$ cat config.mk
export PLATFORM = sky130hd
export DESIGN_NAME = data_mem_ctrl_flat
export DESIGN_NICKNAME = d
export VERILOG_FILES = /design/src/rtl/dmem_pkg.sv /design/src/rtl/data_mem_ctrl_if.sv /design/src/rtl/dmem_load_align.sv /design/src/rtl/data_mem_ctrl.sv /design/src/flat_wrapper.sv
export SDC_FILE = /design/constraint.sdc
export NUM_CORES = 1
export LEC_CHECK = 0
export CAP_MARGIN = 0
export CORE_ASPECT_RATIO = 0.7
export CORE_UTILIZATION = 35
export DETAILED_ROUTE_END_ITERATION = 16
export DONT_BUFFER_PORTS = 1
export GPL_TIMING_DRIVEN = 0
export HOLD_SLACK_MARGIN = 0.05
export SYNTH_ARGS = -nofsm -noshare
export SYNTH_HDL_FRONTEND = slang
export SYNTH_SLANG_ARGS = --single-unit
$ cat constraint.sdc
create_clock -name clk -period 3.1 [get_ports clk]
set_input_delay 0.465 -clock clk [delete_from_list [all_inputs] [get_ports clk]]
set_output_delay 0.465 -clock clk [all_outputs]
set_load 0.01 [all_outputs]
$ cat src/rtl/dmem_pkg.sv
// Shared types and encodings for the data-memory controller: FSM states,
// sign_mask access-size codes and the alignment rule.
package dmem_pkg;

  typedef enum logic [1:0] {
    IDLE  = 2'd0,
    ISSUE = 2'd1,
    WAIT  = 2'd2
  } state_e;

  localparam logic [2:0] MASK_B   = 3'b001;
  localparam logic [2:0] MASK_H   = 3'b011;
  localparam logic [2:0] MASK_W   = 3'b111;
  localparam int         SIGN_BIT = 3;

  // Bytes are always aligned; halves need a[0]=0; anything else is treated as a word.
  function automatic logic is_aligned(input logic [1:0] lane, input logic [2:0] sz);
    case (sz)
      MASK_B:  return 1'b1;
      MASK_H:  return ~lane[0];
      default: return (lane == 2'b00);
    endcase
  endfunction

endpackage

$ cat src/rtl/data_mem_ctrl_if.sv
// Pipeline data port plus word-wide BRAM port of the data-memory controller.
// master = pipeline/BRAM side, slave = controller.
interface data_mem_ctrl_if #(
  parameter int AW = 10
) ();
  logic [31:0]   addr;
  logic [31:0]   wr_data;
  logic          memwrite;
  logic          memread;
  logic [3:0]    sign_mask;
  logic [31:0]   rd_data;
  logic          clk_stall;
  logic          misaligned;
  logic [AW-1:0] bram_addr;
  logic [3:0]    bram_we;
  logic [31:0]   bram_din;
  logic [31:0]   bram_dout;

  modport master (
    output addr, wr_data, memwrite, memread, sign_mask, bram_dout,
    input  rd_data, clk_stall, misaligned, bram_addr, bram_we, bram_din
  );

  modport slave (
    input  addr, wr_data, memwrite, memread, sign_mask, bram_dout,
    output rd_data, clk_stall, misaligned, bram_addr, bram_we, bram_din
  );
endinterface

$ cat src/rtl/dmem_load_align.sv
// Load formatter: picks the addressed byte/half/word out of a BRAM word and
// sign- or zero-extends it to 32 bits.
module dmem_load_align
  import dmem_pkg::*;
(
  input  logic [31:0] word,
  input  logic [1:0]  lane,
  input  logic [3:0]  sign_mask,
  output logic [31:0] data
);

  function automatic logic [31:0] extend(input logic [31:0] raw, input logic [2:0] sz,
                                         input logic sgn);
    logic signed [7:0]  b;
    logic signed [15:0] h;
    b = raw[7:0];
    h = raw[15:0];
    case (sz)
      MASK_B:  return sgn ? 32'(b) : {24'h0, raw[7:0]};
      MASK_H:  return sgn ? 32'(h) : {16'h0, raw[15:0]};
      default: return raw;
    endcase
  endfunction

  logic [31:0] shifted;

  assign shifted = word >> {lane, 3'b000};
  assign data    = extend(shifted, sign_mask[2:0], sign_mask[SIGN_BIT]);

endmodule

$ cat src/rtl/data_mem_ctrl.sv
// Data-memory controller: IDLE -> ISSUE -> (WAIT) -> IDLE access FSM in front of a
// synchronous BRAM. Optional LED MMIO register enabled by DMEM_LED_MMIO_EN.
module data_mem_ctrl
  import dmem_pkg::*;
#(
  parameter int          DEPTH_WORDS = 1024,
  parameter logic [31:0] LED_ADDR    = 32'h0000_2000
) (
  input  logic           clk,
  input  logic           rst,
  data_mem_ctrl_if.slave bus,
  output logic [7:0]     led
);

  localparam int          AW        = $clog2(DEPTH_WORDS);
  localparam logic [31:0] DEPTH_LIM = 32'(DEPTH_WORDS);
`ifdef DMEM_LED_MMIO_EN
  localparam bit LED_MMIO_EN = 1'b1;
`else
  localparam bit LED_MMIO_EN = 1'b0;
`endif

  state_e        state;
  logic          done;
  logic [AW-1:0] bram_addr_q;
  logic [31:0]   rd_data_q;

  logic [1:0]    lane_p0;
  logic [31:0]   data_p0;
  logic [3:0]    mask_p0;
  logic          store_p0;
  logic          oor_p0;
  logic          led_ld_p0;

  logic          req;
  logic          aligned_in;
  logic          in_range_in;
  logic          led_hit_in;
  logic          led_store_in;
  logic          start;
  logic [3:0]    we_lanes;
  logic [31:0]   din_lanes;
  logic [31:0]   load_word;

  assign req          = bus.memread | bus.memwrite;
  assign aligned_in   = is_aligned(bus.addr[1:0], bus.sign_mask[2:0]);
  assign in_range_in  = ({2'b00, bus.addr[31:2]} < DEPTH_LIM);
  assign led_hit_in   = LED_MMIO_EN & (bus.addr == LED_ADDR);
  assign led_store_in = led_hit_in & bus.memwrite;
  assign start        = (state == IDLE) & req & ~done & aligned_in & ~led_store_in;

  // rst masks the combinational outputs so a request held during reset stays invisible
  assign bus.clk_stall  = ~rst & ((state != IDLE) | start);
  assign bus.misaligned = ~rst & (state == IDLE) & req & ~done & ~aligned_in;
  assign bus.rd_data    = rd_data_q;
  assign bus.bram_addr  = bram_addr_q;
  assign bus.bram_din   = din_lanes;
  assign bus.bram_we    = (~rst && state == ISSUE && store_p0 && !oor_p0) ? we_lanes : 4'h0;

  always_comb begin
    we_lanes  = 4'hF;
    din_lanes = data_p0;
    case (mask_p0[2:0])
      MASK_B: begin
        we_lanes  = 4'b0001 << lane_p0;
        din_lanes = {4{data_p0[7:0]}};
      end
      MASK_H: begin
        we_lanes  = 4'b0011 << lane_p0;
        din_lanes = {2{data_p0[15:0]}};
      end
      default: ;
    endcase
  end

  dmem_load_align u_align (
    .word      (bus.bram_dout),
    .lane      (lane_p0),
    .sign_mask (mask_p0),
    .data      (load_word)
  );

  // Stage p0: request captured on acceptance
  always_ff @(posedge clk) begin
    if (start) begin
      lane_p0   <= bus.addr[1:0];
      data_p0   <= bus.wr_data;
      mask_p0   <= bus.sign_mask;
      store_p0  <= bus.memwrite;
      oor_p0    <= ~in_range_in;
      led_ld_p0 <= led_hit_in;
    end
  end

  always_ff @(posedge clk) begin
    if (rst) begin
      state       <= IDLE;
      done        <= 1'b0;
      rd_data_q   <= 32'h0;
      bram_addr_q <= '0;
    end else begin
      case (state)
        IDLE: begin
          if (done) begin
            done <= 1'b0;
          end else if (start) begin
            bram_addr_q <= bus.addr[AW+1:2];
            state       <= ISSUE;
          end
        end
        ISSUE: begin
          if (store_p0) begin
            done  <= 1'b1;
            state <= IDLE;
          end else begin
            state <= WAIT;
          end
        end
        WAIT: begin
          rd_data_q <= led_ld_p0 ? {24'h0, led} : (oor_p0 ? 32'h0 : load_word);
          done      <= 1'b1;
          state     <= IDLE;
        end
        default: state <= IDLE;
      endcase
    end
  end

`ifdef DMEM_LED_MMIO_EN
  logic led_wr;
  assign led_wr = (state == IDLE) & req & ~done & aligned_in & led_store_in;

  always_ff @(posedge clk) begin
    if (rst)         led <= 8'h0;
    else if (led_wr) led <= bus.wr_data[7:0];
  end
`else
  assign led = 8'h0;
`endif

endmodule

$ cat src/flat_wrapper.sv
// flat-port wrapper written by rule: the top's interface ports become plain ports
module data_mem_ctrl_flat import dmem_pkg::*;
#(
  parameter int          DEPTH_WORDS = 1024,
  parameter logic [31:0] LED_ADDR    = 32'h0000_2000
)
  (clk, rst, led, bus_addr, bus_wr_data, bus_memwrite, bus_memread, bus_sign_mask, bus_bram_dout, bus_rd_data, bus_clk_stall, bus_misaligned, bus_bram_addr, bus_bram_we, bus_bram_din);
  data_mem_ctrl_if #(.AW(10)) bus_i ();
  input  logic clk;
  input  logic rst;
  output logic [7:0] led;
  input wire logic [$bits(bus_i.addr)-1:0] bus_addr;
  input wire logic [$bits(bus_i.wr_data)-1:0] bus_wr_data;
  input wire logic [$bits(bus_i.memwrite)-1:0] bus_memwrite;
  input wire logic [$bits(bus_i.memread)-1:0] bus_memread;
  input wire logic [$bits(bus_i.sign_mask)-1:0] bus_sign_mask;
  input wire logic [$bits(bus_i.bram_dout)-1:0] bus_bram_dout;
  output wire logic [$bits(bus_i.rd_data)-1:0] bus_rd_data;
  output wire logic [$bits(bus_i.clk_stall)-1:0] bus_clk_stall;
  output wire logic [$bits(bus_i.misaligned)-1:0] bus_misaligned;
  output wire logic [$bits(bus_i.bram_addr)-1:0] bus_bram_addr;
  output wire logic [$bits(bus_i.bram_we)-1:0] bus_bram_we;
  output wire logic [$bits(bus_i.bram_din)-1:0] bus_bram_din;
  assign bus_i.addr = bus_addr;
  assign bus_i.wr_data = bus_wr_data;
  assign bus_i.memwrite = bus_memwrite;
  assign bus_i.memread = bus_memread;
  assign bus_i.sign_mask = bus_sign_mask;
  assign bus_i.bram_dout = bus_bram_dout;
  assign bus_rd_data = bus_i.rd_data;
  assign bus_clk_stall = bus_i.clk_stall;
  assign bus_misaligned = bus_i.misaligned;
  assign bus_bram_addr = bus_i.bram_addr;
  assign bus_bram_we = bus_i.bram_we;
  assign bus_bram_din = bus_i.bram_din;
  data_mem_ctrl #(.DEPTH_WORDS(DEPTH_WORDS), .LED_ADDR(LED_ADDR)) u_core (.clk(clk), .rst(rst), .bus(bus_i), .led(led));
endmodule
==> impl_metrics.yaml, run 1 <==
min_path:
  hold_class: "input port to register"
  whs_path_depth: 0
timing:
  setup_viol: 0
  fin_crit_sh_pct: 84.31
  rsz0062_at_grt: "no"
  finalCriticalPeriod_ns: 2.614
  slew_viol_final: 0
  worst_pin_slew_ns: 0.9959
  hold_viol: 0
  timing.max_slew.rel_slack_pct: 33.31
  skew_ns: 0.007057
  tns_ns: 0
  fmax_mhz: 382.6
finish:
  nFillCells: 1125
  area_growth_syn_to_layout_pct: 12.25
  finalNonFillerCells: 540
  layout_common_cells: "45 x dfxtp_1, 41 x nand2_1, 40 x edfxtp_1"
  final_common_cell: "dfxtp_1"
  drive_above_1_share_pct: 23.24
  antennaDiodeCount: 0
  utilization_pct: 40.34
  final_nets: 487
synth:
  syn_area_um2: 4199
  synth_cell_types: 47
  ys_warn_count: 0
  synth.avg_cell_area_um2: 11.66
  synth-seq-area-share_pct: 50.06
  synth_cells: 360
  synth_seq_cells: 85
clocking:
  holdBufCountCts: 0
  htreeDepth: 3
  cts_tree: "built"
  numCtsBuffers: 9
  cts_root_buf: "clkbuf_16"
  clock-sinks: 85
  cts_resized: 0
  worstSkewPairLatency_ns: 0.33
  clockBufferDepth: 2
  clk_pin_slew_ns: 0.06
  post-cts-setup-buffer-count: 0
global_routing:
  antenna_found_initial: 0
  grt_pass1_vias: 2804
  gr-usage-all-layers_pct: 17.46
  grt_first_pass_wirelength_mm: 16.06
  grt_max_degree: 50
  grt_overflow: 0
detailed_routing:
  drt_wl_total_mm: 10.83
  via_per_inst: 5.174
  wl_per_cell_um: 20.06
  drc: 0
  firstDrtPassIters: 4
  num_vias: 2794
  drt_first_iter_violations: 111
  ant_nets: 0
power_and_ir_drop:
  leakage_nw: 1.829
  power_mw: 3.177
  power_density_nw_per_um2: 674.1
  ir_drop_mv: 0.2873
setup_path:
  cp.arrival_ns: 2.15
  worst-setup-path-type: "register to output port"
  start_kind: "register"
  crit_required_ns: 2.63
  end_kind: "output port"
  ff2ff_path_depth: 6
  cp_max_fo: 9
floorplanning:
  die_area_um2: 12450
  start_util_pct: 35.94
  die_x_um: 132.9
  core_um2: 11690
  row_count: 33
  ios: 192
  die_y_um: 93.64
place:
  dp.cells: 524
  dp.final_hpwl_mm: 8.261
  routabilityCongestion: 0.8633
  port_buffers: 0
status:
  status: "completed"
flow_run:
  drv_cap: 0
==> final timing paths <==
path	from	endpoint	slack [ns]
min	bus_wr_data[30]	u_core.data_p0[30]	0.22
max reg2reg	u_core.state[0]	u_core.data_p0[28]	0.89
min reg2reg	u_core.done	u_core.done	0.50
max	u_core.mask_p0[1]	bus_bram_din[11]	0.49
==> power by group <==
group / internal [mW] / switching, mW / total, mW
Combinational: 0.279 / 0.439 / 0.717
Clock: 0.617 / 0.429 / 1.05
Sequential: 1.33 / 0.0795 / 1.41
Total: 2.23 / 0.947 / 3.18
==> final cells by class <==
type	instances	area [um^2]	area share (%)
buffer	39	260.3	5.522
clock buffer	9	225.2	4.778
clock inverter	7	66.31	1.407
inverter	6	22.52	0.4778
multi-input combinational	237	1841	39.05
sequential	85	2102	44.60
tap	157	196.4	4.168
==> cell families after synthesis <==
family / share of synthesized area (%)
flops: 50.06
simple gates: 13.41
buf+inv: 6.734
xor+xnor: 0.3875
compound gates: 12.63
other cells: 0.08931
mux: 15.20
fa+ha+maj: 1.490
==> registers in the layout (all words and copies together) (netlist names) <==
name and count:
u_core.bus.rd_data 32, u_core.store_p0 1, u_core.data_p0 32, u_core.lane_p0 2, u_core.state 2, u_core.bus.bram_addr 10
u_core.done 1, u_core.oor_p0 1, u_core.mask_p0 4
==> through the flow <==
step                      instance area (um^2)  setup slack (ns)  hold WS (ns)
final                                     4713            0.4865        0.2248
after global routing                      4713            0.4006        0.2055
after CTS                                 4713            0.3563        0.2082
after detailed placement                  4422            0.7391        0.4811
after global placement                    4422            0.7957        0.4868
after floorplan                           4225             1.112        0.4541
==> synthesized netlist by cell type (all sizes together) <==
cell type	instances	share of area, %
nand3b	1	0.48
clkbuf	7	0.63
nor4b	1	0.57
o21bai	1	0.18
mux2	18	5.0
or2	1	0.15
or4	1	0.27
nor3	1	0.12
mux4	7	3.8
nor2	21	1.9
or3b	1	0.21
ha	5	1.5
buf	32	5.6
inv	6	0.54
nor2b	3	0.45
a221oi	1	0.36
a22o	1	0.21
nand2b	23	3.4
nor4	5	0.74
and2	1	0.15
edfxtp	40	29
xor2	1	0.39
nor3b	2	0.48
a21oi	5	0.60
a221o	16	4.1
a22oi	16	3.2
a2bb2oi	1	0.21
nand3	3	0.36
a211oi	1	0.48
and2b	1	0.18
o21ai	11	1.3
mux2i	27	6.4
nand2	41	3.7
a21o	1	0.18
o41ai	2	0.42
dfxtp	45	21
and3	2	0.30
o2bb2ai	7	1.5
conb	1	0.089
==> critical path: stages (launching register included) <==
cell and delay [ns]:
edfxtp_1 0.35, buf_2 0.17, nor3b_2 0.82, mux2_2 0.46
==> per-layer routing <==
metal  track usage [%]  up-vias  wire [um]
li1                  -     1333          -
met1             22.29     1328       4878
met2             27.66      120       5058
met3             5.583       13        694
met4             6.418        0        199
met5                 0        -          0
Power figures use the tool's default switching activity.
==> run 2: changes to the inputs <==
==> constraint.sdc (replaced) <==
create_clock -name clk -period 2.4 [get_ports clk]
set_input_delay 0.36 -clock clk [delete_from_list [all_inputs] [get_ports clk]]
set_output_delay 0.36 -clock clk [all_outputs]
set_load 0.01 [all_outputs]
==> impl_metrics.yaml, run 2 (synthesis gave the netlist of run 1 again) <==
power_and_ir_drop:
  power_density_nw_per_um2: 870.8
  leakage_nw: 1.837
  ir_drop_mv: 0.3700
  power_mw: 4.112
global_routing:
  grt_first_pass_wirelength_mm: 16.07
  grt_pass1_vias: 2803
  grt_overflow: 0
  gr-usage-all-layers_pct: 17.50
  grt_max_degree: 50
  antenna_found_initial: 0
timing:
  setup_viol: 0
  slew_viol_final: 0
  skew_ns: 0.006718
  rsz0062_at_grt: "no"
  fin_crit_sh_pct: 95.86
  hold_viol: 0
  worst_pin_slew_ns: 0.9423
  finalCriticalPeriod_ns: 2.301
  timing.max_slew.rel_slack_pct: 36.69
  fmax_mhz: 434.7
  tns_ns: 0
floorplanning:
  die_y_um: 93.64
  core_um2: 11690
  die_x_um: 132.9
  row_count: 33
  start_util_pct: 35.94
  ios: 192
  die_area_um2: 12450
clocking:
  htreeDepth: 3
  numCtsBuffers: 9
  clock-sinks: 85
  post-cts-setup-buffer-count: 0
  clockBufferDepth: 2
  cts_tree: "built"
  clk_pin_slew_ns: 0.06
  cts_root_buf: "clkbuf_16"
  worstSkewPairLatency_ns: 0.33
place:
  port_buffers: 0
  dp.final_hpwl_mm: 8.261
  dpl-instance-area_um2: 4422
  routabilityCongestion: 0.8633
detailed_routing:
  firstDrtPassIters: 6
  ant_nets: 0
  drc: 0
  via_per_inst: 5.250
  drt_wl_total_mm: 10.89
  wl_per_cell_um: 20.16
  num_vias: 2835
  drt_first_iter_violations: 113
finish:
  final_common_cell: "dfxtp_1"
  layout_common_cells: "45 x dfxtp_1, 41 x nand2_1, 40 x edfxtp_1"
  final_nets: 487
  design_area_um2: 4722
  drive_above_1_share_pct: 23.76
  antennaDiodeCount: 0
  area_growth_syn_to_layout_pct: 12.46
setup_path:
  cp_max_fo: 10
  start_kind: "register"
  cp.arrival_ns: 1.94
  crit_required_ns: 2.04
  end_kind: "output port"
  worst-setup-path-type: "register to output port"
flow_run:
  drv_cap: 0
min_path:
  hold_class: "input port to register"
status:
  status: "completed"
==> run 2: cell count changes in the layout (fill, tap and decap cells not counted), sizes merged <==
cell    change
buf         -1
clkbuf      +1
==> run 2: power breakdown <==
group / switching, mW / leakage, nW / internal [mW]
Sequential: 0.104 / 0.733 / 1.72
Combinational: 0.568 / 0.971 / 0.363
Clock: 0.555 / 0.133 / 0.798
==> run 2: worst paths after layout <==
path | startpoint | endpoint | slack [ns] | cells past startpoint
min | bus_memwrite | u_core.store_p0 | 0.12 | 0
max | u_core.mask_p0[2] | bus_bram_din[26] | 0.1 | 4
max reg2reg | u_core.state[0] | u_core.data_p0[28] | 0.19 | 6
min reg2reg | u_core.done | u_core.done | 0.50 | 2
==> run 2: metrics by stage <==
step | setup slack [ns] | util (%) | hold WS [ns] | std cells
3_3_place_gp | 0.1811 | 37.84 | 0.4589 | 524
4_1_cts | 0.05548 | 40.40 | 0.1032 | 540
5_1_grt | 0.008997 | 40.41 | 0.1010 | 540
6_report | 0.09943 | 40.41 | 0.1198 | 540
2_1_floorplan | 0.4610 | - | 0.4541 | 367
3_5_place_dp | 0.1441 | 37.84 | 0.4589 | 524
==> run 2: metal layers <==
layer / global-route usage [%] / vias up / part of all wire [%]
li1: - / 1337 / -
met1: 22.29 / 1359 / 45
met2: 27.66 / 121 / 46
met3: 5.257 / 18 / 6.4
met4: 7.280 / 0 / 2.3
met5: 0 / - / 0
==> run 2: final cells by class <==
class | instances | area (um^2)
Buffer | 39 | 262.8
Fill cell | 1126 | 6963
Multi-Input combinational cell | 237 | 1847
Inverter | 6 | 22.52
Sequential cell | 85 | 2102
Clock inverter | 7 | 66.31
Clock buffer | 9 | 225.2
Tap cell | 157 | 196.4
==> run 2: critical path, cell delays in order, from the launching register on <==
cell      delay (ns)
edfxtp_1        0.44
nand2b_1        0.19
buf_2           0.22
clkbuf_2        0.26
o21ai_0         0.48
==> run 2: repair_timing <==
item | in CTS | in global routing
hold buffers | 0 | 0
endpoints found under the setup margin | 11 | 3
resized for setup | 2 | 1
